$ cat src/rtl/fpaddsub_norm_seq.sv
`default_nettype none
// ---------------------------------------------------------------------------
// fpaddsub_norm_seq : FP add/sub normalization stage with iterative left
//                     shift (up to 4 positions per cycle) and valid/ready.
// Revision: 1.0
// ---------------------------------------------------------------------------
module fpaddsub_norm_seq (
    input  logic        clk,
    input  logic        rst,
    input  logic        in_valid,
    output logic        in_ready,
    input  logic [26:0] Sum,
    input  logic [7:0]  Ein,
    input  logic        Sin,
    input  logic        Sa,
    input  logic        Sb,
    input  logic        Ctrl,
    input  logic        MaxAB,
    output logic        out_valid,
    input  logic        out_ready,
    output logic        ZeroSum,
    output logic [8:0]  NormE,
    output logic [22:0] NormM,
    output logic        G,
    output logic        R,
    output logic        S,
    output logic        SaO,
    output logic        SbO,
    output logic        CtrlO,
    output logic        MaxABO
);

    typedef enum logic [1:0] {
        IDLE  = 2'd0,
        SHIFT = 2'd1,
        DONE  = 2'd2
    } state_t;

    state_t      state, state_next;
    logic        armed;
    logic [26:0] work;
    logic [8:0]  exp_w;
    logic        sticky;
    logic        accept, carry_path, zero_path;
    logic [8:0]  lz4, exp_room, k;
    logic [26:0] work_sh;
    logic [8:0]  exp_sh;
    logic        shift_done;

    // armed keeps in_ready low until the first clock edge after reset release
    assign in_ready   = armed && (state == IDLE);
    assign out_valid  = (state == DONE);
    assign accept     = in_ready && in_valid;
    assign carry_path = Sum[26];
    assign zero_path  = (Sum == 27'd0) && !Sin;

    always_comb begin
        lz4 = 9'd4;
        if (work[25])      lz4 = 9'd0;
        else if (work[24]) lz4 = 9'd1;
        else if (work[23]) lz4 = 9'd2;
        else if (work[22]) lz4 = 9'd3;
        exp_room   = exp_w - 9'd1;
        k          = (lz4 < exp_room) ? lz4 : exp_room;
        work_sh    = work << k;
        exp_sh     = exp_w - k;
        shift_done = work_sh[25] || (exp_sh == 9'd1);
    end

    always_comb begin
        state_next = state;
        case (state)
            IDLE:    if (accept) state_next = (carry_path || zero_path) ? DONE : SHIFT;
            SHIFT:   if (shift_done) state_next = DONE;
            DONE:    if (out_ready) state_next = IDLE;
            default: state_next = IDLE;
        endcase
    end

    always_ff @(posedge clk or posedge rst) begin
        if (rst) begin
            state <= IDLE;
            armed <= 1'b0;
        end else begin
            state <= state_next;
            armed <= 1'b1;
        end
    end

    always_ff @(posedge clk or posedge rst) begin
        if (rst) begin
            work    <= 27'd0;
            exp_w   <= 9'd0;
            sticky  <= 1'b0;
            ZeroSum <= 1'b0;
            NormE   <= 9'd0;
            NormM   <= 23'd0;
            G       <= 1'b0;
            R       <= 1'b0;
            S       <= 1'b0;
            SaO     <= 1'b0;
            SbO     <= 1'b0;
            CtrlO   <= 1'b0;
            MaxABO  <= 1'b0;
        end else if (accept) begin
            work    <= Sum;
            exp_w   <= (Ein == 8'd0) ? 9'd1 : {1'b0, Ein};
            sticky  <= Sin;
            SaO     <= Sa;
            SbO     <= Sb;
            CtrlO   <= Ctrl;
            MaxABO  <= MaxAB;
            ZeroSum <= zero_path;
            if (carry_path) begin
                NormE <= {1'b0, Ein} + 9'd1;
                NormM <= Sum[25:3];
                G     <= Sum[2];
                R     <= Sum[1];
                S     <= Sum[0] | Sin;
            end else begin
                // zero-path result; the shift path overwrites these on exit
                NormE <= 9'd0;
                NormM <= 23'd0;
                G     <= 1'b0;
                R     <= 1'b0;
                S     <= 1'b0;
            end
        end else if (state == SHIFT) begin
            work  <= work_sh;
            exp_w <= exp_sh;
            if (shift_done) begin
                ZeroSum <= 1'b0;
                NormE   <= work_sh[25] ? exp_sh : 9'd0;
                NormM   <= work_sh[24:2];
                G       <= work_sh[1];
                R       <= work_sh[0];
                S       <= sticky;
            end
        end
    end

endmodule
`default_nettype wire

$ cat config.mk
export PLATFORM = sky130hd
export DESIGN_NAME = fpaddsub_norm_seq
export DESIGN_NICKNAME = d
export VERILOG_FILES = /design/src/rtl/fpaddsub_norm_seq.sv
export SDC_FILE = /design/constraint.sdc
export NUM_CORES = 1
export LEC_CHECK = 0
export ABC_AREA = 1
export ABC_CLOCK_PERIOD_IN_PS = 6500
export BUFFER_PORTS_ARGS = -buffer_cell sky130_fd_sc_hd__buf_2
export CORE_UTILIZATION = 44
export DETAILED_ROUTE_END_ITERATION = 12
export GPL_TIMING_DRIVEN = 0
export PLACE_DENSITY = 0.66
export SLEW_MARGIN = 5
export SYNTH_ARGS = -nofsm -noshare
export SYNTH_HDL_FRONTEND = slang
export SYNTH_SLANG_ARGS = --single-unit
$ cat constraint.sdc
create_clock -name clk -period 6.5 [get_ports clk]
set_input_delay 0 -clock clk [delete_from_list [all_inputs] [get_ports clk]]
set_output_delay 0 -clock clk [all_outputs]
set_load 0.01 [all_outputs]
# ---- Word-level counts from Yosys, hierarchy flattened
# Index checks and enable logic that the tools add are counted.
dict set report totals {
  ff_bits 80
  input_bits 44
  output_inout_bits 42
  elab_cells 79
}
dict set report op_classes {
  add_sub_neg 3
  magnitude_cmp 1
  eq_ne 6
  shift 1
  mux 39
  bitwise 1
  reduce_logical 13
}
# operator n
set ops {}
lappend ops {{23-bit 2-to-1 mux} 4}
lappend ops {{9-bit 2-to-1 mux} 8}
lappend ops {{27-bit 2-to-1 mux} 2}
lappend ops {{27-bit zero test} 1}
lappend ops {{27-bit by 9-bit left shift with 27-bit output} 1}
lappend ops {{1-bit 2-to-1 mux} 15}
lappend ops {{3-bit 2-to-1 mux} 4}
lappend ops {{8-bit by 1-bit adder with 9-bit output, second input constant} 1}
lappend ops {{9-bit by 1-bit == test with 1-bit output, second input constant} 1}
lappend ops {{9-bit less-than comparator} 1}
lappend ops {{9-bit by 1-bit subtractor with 9-bit output, second input constant} 1}
lappend ops {{9-bit subtractor} 1}
lappend ops {{8-bit zero test} 1}
lappend ops {{2-bit 2-to-1 mux} 4}
lappend ops {{8-bit 2-to-1 mux} 1}
lappend ops {{2-bit case mux with 3 select lines} 1}
lappend ops {{2-bit != test, second input constant} 2}
lappend ops {{2-bit nonzero test} 2}
lappend ops {{1-bit logical AND} 3}
lappend ops {{3-bit AND reduction} 1}
lappend ops {{2-bit by 1-bit == test with 1-bit output, second input constant} 1}
lappend ops {{2-bit == test, second input constant} 1}
lappend ops {{2-bit zero test} 1}
lappend ops {{1-bit logical OR} 2}
lappend ops {{other kinds (4)} 4}

# ---- Longest topological paths before layout
dict set report logic_depth {
  ltp_word 12
  mapped_depth 29
  mapped_depth_nobuf 27
}

# ---- Worst setup path before layout
# OpenSTA, ideal clock, no wires.
dict set report synth_timing {
  path_type {flip-flop to flip-flop}
  startpoint {register exp_w[0]}
  endpoint {register NormE[0]}
  setup_ns 0.118
  t_arrival_ns 3.842
  required_time_ns 6.382
  path_slack_ns 2.540
  path_stages_with_launch 28
  n_path_buf 2
  period_less_slack_ns 3.960
  cell_sequence {dfrtp_1 -> inv_1 -> ha_1 -> xnor2_1 -> ha_1 -> a21oi_1 -> nand2_4 -> nand2_8 -> nand2_2 -> nand2_2 -> buf_4 -> ha_1 -> inv_1 -> fa_1 -> nand2_1 -> nand3_1 -> inv_1 -> nand3_1 -> nand2_1 -> nand3_1 -> xor2_1 -> nor2b_1 -> nand2_1 -> nand3_2 -> nand2_4 -> buf_6 -> nand3_1 -> nand2_1}
}
dict set report synth_between {
  elab_chain_cells 8
  elab_cells_between_ends 13
  cone_classes {2 x add/sub; 1 x order compare; 1 x eq/ne; 1 x shift; 5 x mux; 3 x reduce/logical}
}
# element line_no
set synth_rtl {}
lappend synth_rtl {{from (decl)} 42} ;# logic [8:0] exp_w;
lappend synth_rtl {{from (signal assigned)} 107} ;# exp_w <= (Ein == 8'd0) ? 9'd1 : {1'b0, Ein};
lappend synth_rtl {{from (signal assigned)} 130} ;# exp_w <= exp_sh;
lappend synth_rtl {{9-bit by 1-bit subtractor with 9-bit output} 63} ;# exp_room = exp_w - 9'd1;
lappend synth_rtl {{9-bit less-than comparator} 64} ;# k = (lz4 < exp_room) ? lz4 : exp_room;
lappend synth_rtl {{9-bit 2-to-1 mux} 64}
lappend synth_rtl {{9-bit subtractor or 27-bit by 9-bit left shift with 27-bit output (tied branches)} {66, 65}}
lappend synth_rtl {{9-bit by 1-bit == test with 1-bit output or 9-bit 2-to-1 mux (tied branches)} {67, 133}}
lappend synth_rtl {{1-bit logical OR or 9-bit 2-to-1 mux (tied branches)} {67, 131}}
lappend synth_rtl {{2-bit nonzero test (no line) or 9-bit 2-to-1 mux (tied branches)} n/a}
lappend synth_rtl {{2-bit AND reduction (no line) or 9-bit 2-to-1 mux (tied branches)} n/a}
lappend synth_rtl {{to (signal assigned)} 115} ;# NormE <= {1'b0, Ein} + 9'd1;
lappend synth_rtl {{to (signal assigned)} 133} ;# NormE <= work_sh[25] ? exp_sh : 9'd0;
lappend synth_rtl {{to (decl)} 22} ;# output logic [8:0] NormE,
# Several ways; a longest one is shown, not always the timed one. The select of a mux whose other input is x is not followed.
# A chain may end at the register's enable or synchronous reset.

# ---- Worst setup path in the final report
dict set report layout_timing {
  startpoint {register exp_w[1]}
  endpoint {register NormE[8]}
}
# Same word-level chain as after synthesis.

==> flow_summary.rst <==
.. list-table::
   :header-rows: 1

   * - Metric
     - Value
   * - Clock Tree Buf Depth
     - 2
   * - Met1 track demand over resource in global routing
     - between 30% and 40%
   * - Routed WL per cell
     - between 15 and 20 um
   * - Root Buffer
     - sky130_fd_sc_hd__clkbuf_16
   * - Average footprint of a synthesized cell
     - a little under 7 um^2
   * - Via count of the first global-routing pass
     - ~5700
   * - Share of cells above drive strength 1
     - 16.1%
   * - Final Skew
     - roughly 7.7 ps
   * - Final worst-path cycle share
     - between 70 and 80%
   * - Tot GR Track Use
     - roughly 30%
   * - Syn Inst Count
     - ~800
   * - TritonCTS clock tree
     - built
   * - Kind of path behind the tightest hold check
     - in2reg
   * - Met2 demand-to-capacity share in global routing
     - around 50%
   * - Total Power
     - between 4 and 5 mW
   * - Max rail drop VDD
     - roughly 300 uV
   * - Total via count in the routed design
     - between 5000 and 6000
   * - Met3 global-route usage
     - under 10%
   * - Distinct cell type count of the synthesized netlist
     - 41
   * - # IOs
     - between 80 and 90
   * - Total clock sinks
     - between 70 and 80
   * - Worst slack at placement
     - roughly 1800 ps
   * - Setup-violating endpoint count in the final report
     - 0
   * - Worst hold path stage count
     - 4
   * - Total Wirelength
     - approximately 18000 um
   * - Minimum clock period after layout
     - 4720 ps
   * - Die Span X
     - approximately 110 um
   * - Chip Height
     - 113 um
   * - Filler instances
     - 1238
   * - Most congested layer reported by global routing
     - met2
   * - Die Footprint
     - around 0.013 mm^2
   * - Wire length of the first global-routing pass
     - about 29000 um
   * - Quantity of I/O buffers inserted on ports
     - between 80 and 90
   * - Depth of the worst register-to-register path
     - 27
   * - Unrepaired setup endpoints after global routing
     - no
   * - Crit path required time
     - just under 7000 ps
   * - Hold path startpoint
     - out_ready
   * - Skew-Pair Late Insertion Delay
     - between 300 and 400 ps
   * - Antenna cell count
     - 0
   * - RePlAce Congestion
     - 0.931
   * - Worst Hold End
     - state[1]$_DFFE_PP0P_
   * - Total number of nets in the final design
     - around 970
   * - Worst reg-to-reg setup slack
     - roughly 1800 ps
   * - Cells resized by post-CTS repair
     - 0
   * - Pins over their slew limit
     - 0
   * - Antenna violation net count after detailed routing
     - 0
   * - Starting utilization of the core area
     - a little under half
   * - Htree depth
     - 3
   * - Most instantiated flip-flop cell in the synthesis netlist
     - sky130_fd_sc_hd__dfrtp_1
   * - Row Count
     - 40
   * - Number of buffers added by the clock tree synthesis step
     - 9
   * - Largest net degree at the start of global routing
     - 59
   * - Placeable core area
     - approximately 0.012 mm^2
   * - Final Hold Viols
     - 0
   * - YS warnings
     - 0
   * - Via density per instance
     - roughly 5.5
   * - Post-synthesis cell area
     - between 0.005 and 0.006 mm^2
   * - Outcome
     - completed
   * - Drt first-iter violations
     - 598
   * - Flop and latch count out of synthesis
     - slightly below 80
   * - Worst Max-Slew Pin Slew
     - 724 ps
   * - Clock-pin slew on the worst setup and hold paths
     - 60 ps
   * - Remaining design rule violation count
     - 0
   * - Number of synthesized flops with an enable pin
     - 0
   * - Max-cap violations
     - 0
   * - Maximum fanout encountered on the critical timing path
     - 10
   * - Synth-to-layout area growth
     - 22.0%
   * - Async SR Flop Fraction
     - 100%
   * - Hpwl dp
     - roughly 14000 um
   * - Worst setup margin
     - 1780 ps
   * - Initial antenna violation count
     - 0
   * - Post-CTS setup repair buffer count
     - 0
   * - Startpoint of the worst-slack reg-to-reg timing path
     - exp_w[1]$_DFFE_PP0P_
   * - Length of the first detailed-routing pass in iterations
     - 8
   * - Reg-to-Reg End
     - NormE[8]$_DFFE_PP0P_
   * - Type of the worst setup path
     - reg2reg
   * - Maximum clock frequency
     - between 200 and 250 MHz
   * - Share of the yosys chip area belonging to registers
     - between 30% and 40%
   * - TNS Setup
     - 0 ps
   * - CP Capture Type
     - flip-flop
   * - Hold bufs inserted after CTS
     - 23
   * - Endpoint arrival time on the critical path
     - 4950 ps
   * - Critical path startpoint category
     - flip-flop
   * - Power per unit of standard cell area
     - between 600 and 700 mW/mm^2
   * - Relative slew margins
     - about half
   * - Grt total ovfl
     - 0
   * - Leakage component of the power
     - between 3 and 4 nW
-- worst max path at each step --
stage / cells after the start / slack [ps] / endpoint / startpoint
final: 27 / 1780 / NormE[8]$_DFFE_PP0P_ / exp_w[1]$_DFFE_PP0P_
after global placement: 27 / 1840 / NormE[8]$_DFFE_PP0P_ / exp_w[1]$_DFFE_PP0P_
after global routing: 27 / 1380 / NormE[8]$_DFFE_PP0P_ / exp_w[1]$_DFFE_PP0P_
after detailed placement: 27 / 1810 / NormE[8]$_DFFE_PP0P_ / exp_w[0]$_DFFE_PP0P_
after floorplan: 27 / 2540 / NormE[0]$_DFFE_PP0P_ / exp_w[0]$_DFFE_PP0P_
after CTS: 27 / 1780 / NormE[8]$_DFFE_PP0P_ / exp_w[1]$_DFFE_PP0P_
-- layout by cell type, fill, tap and decap left out, types with 2 or more instances in the layout --
cell type	instances
sky130_fd_sc_hd__clkbuf_16	9
sky130_fd_sc_hd__buf_4	4
sky130_fd_sc_hd__o221ai_1	9
sky130_fd_sc_hd__nand3_1	257
sky130_fd_sc_hd__buf_6	3
sky130_fd_sc_hd__nor2_1	22
sky130_fd_sc_hd__inv_2	5
sky130_fd_sc_hd__dfrtp_1	79
sky130_fd_sc_hd__nand3_2	3
sky130_fd_sc_hd__clkbuf_1	19
sky130_fd_sc_hd__buf_2	99
sky130_fd_sc_hd__nand2_1	234
sky130_fd_sc_hd__nor4_1	8
sky130_fd_sc_hd__conb_1	2
sky130_fd_sc_hd__o21ai_1	2
sky130_fd_sc_hd__nor2_2	2
sky130_fd_sc_hd__inv_1	39
sky130_fd_sc_hd__nand3b_1	7
sky130_fd_sc_hd__nand2_2	5
sky130_fd_sc_hd__a21oi_1	6
sky130_fd_sc_hd__dlygate4sd3_1	23
sky130_fd_sc_hd__o211ai_1	3
sky130_fd_sc_hd__nand2_4	2
sky130_fd_sc_hd__buf_1	6
sky130_fd_sc_hd__or2_2	3
sky130_fd_sc_hd__ha_1	9
sky130_fd_sc_hd__nor3_1	8
sky130_fd_sc_hd__xor2_1	7
sky130_fd_sc_hd__clkinvlp_4	3
sky130_fd_sc_hd__o21ai_0	15
sky130_fd_sc_hd__nand4_1	6
-- state kept, by name, summed over array words and instances (netlist names) --
name / count
MaxABO: 1
SaO: 1
exp_w: 9
G: 1
S: 1
SbO: 1
ZeroSum: 1
CtrlO: 1
R: 1
sticky: 1
state: 2
armed: 1
NormM: 23
NormE: 9
work: 26
-- synth_stat cells, types with 8 or more instances --
cell type | n | area (um^2)
sky130_fd_sc_hd__dfrtp_1 | 79 | 1980
sky130_fd_sc_hd__clkbuf_1 | 18 | 67.6
sky130_fd_sc_hd__inv_1 | 40 | 150
sky130_fd_sc_hd__o221ai_1 | 9 | 78.8
sky130_fd_sc_hd__nor2_1 | 22 | 82.6
sky130_fd_sc_hd__buf_2 | 14 | 70.1
sky130_fd_sc_hd__nand2_1 | 234 | 878
sky130_fd_sc_hd__o21ai_0 | 15 | 75.1
sky130_fd_sc_hd__ha_1 | 9 | 113
sky130_fd_sc_hd__nand3_1 | 257 | 1290
sky130_fd_sc_hd__nor3_1 | 8 | 40.0
sky130_fd_sc_hd__nor4_1 | 8 | 50.1
-- through the flow --
stage          std cells  util, %  area, um^2  hold slack [ps]
4_1_cts             1085     55.1        6650             12.2
3_3_place_gp        1045     50.5        6090              197
6_report            1085     55.1        6650             14.8
3_5_place_dp        1046     50.7        6120            -10.9
5_1_grt             1085     55.1        6650             21.9
2_1_floorplan        792        -        5450              110
-- final cells by class --
type	count	area, um^2	area share, %
well taps	168	210	3.16
inverters	46	175	2.64
flip-flops and latches	79	1980	29.7
multi-input cells	622	3080	46.3
repair buffers	109	683	10.3
clock buffers	10	229	3.45
clock inverters	6	70.1	1.05
plain buffers	45	224	3.37
-- power breakdown --
group,switching [mW],internal [mW]
sequential,0.156,0.699
clock,0.215,0.299
combinational,1.79,0.908
total,2.16,1.91
-- worst max-delay path: stages, from the launching register on --
cell,delay (ps)
sky130_fd_sc_hd__dfrtp_1,490
sky130_fd_sc_hd__inv_1,80
sky130_fd_sc_hd__ha_1,230
sky130_fd_sc_hd__xnor2_1,250
sky130_fd_sc_hd__ha_1,290
sky130_fd_sc_hd__a21oi_1,230
sky130_fd_sc_hd__nand2_4,120
sky130_fd_sc_hd__nand2_8,100
sky130_fd_sc_hd__nand2_2,90
sky130_fd_sc_hd__nand2_2,180
sky130_fd_sc_hd__buf_4,230
sky130_fd_sc_hd__ha_1,160
sky130_fd_sc_hd__inv_1,60
sky130_fd_sc_hd__fa_1,390
sky130_fd_sc_hd__nand2_1,70
sky130_fd_sc_hd__nand3_1,100
sky130_fd_sc_hd__inv_1,70
sky130_fd_sc_hd__nand3_1,90
sky130_fd_sc_hd__nand2_1,70
sky130_fd_sc_hd__nand3_1,80
sky130_fd_sc_hd__xor2_1,230
sky130_fd_sc_hd__nor2b_1,160
sky130_fd_sc_hd__nand2_1,160
sky130_fd_sc_hd__nand3_2,200
sky130_fd_sc_hd__nand2_4,130
sky130_fd_sc_hd__buf_6,190
sky130_fd_sc_hd__nand3_1,70
sky130_fd_sc_hd__nand2_1,60
-- per-layer routing --
| layer | wire length (um) | part of all wire, % |
|---|---|---|
| met1 | 7960 | 44 |
| met2 | 8470 | 46 |
| met3 | 1050 | 5.8 |
| met4 | 761 | 4.2 |
| met5 | 0 | 0 |
-- cells by family (layout without fill, tap and decap cells) --
group,count (synthesis),count (layout),share of synthesized area [%]
xor gates and xnor gates,8,8,1.29
adders and majority gates,10,10,2.43
buffers and inverters,91,216,7.28
and+or+nand+nor,561,561,47.7
DFF,79,79,36.3
other,1,2,0.0688
AOI/OAI and AO/OA,41,41,4.96
Power figures use the tool's default switching activity.
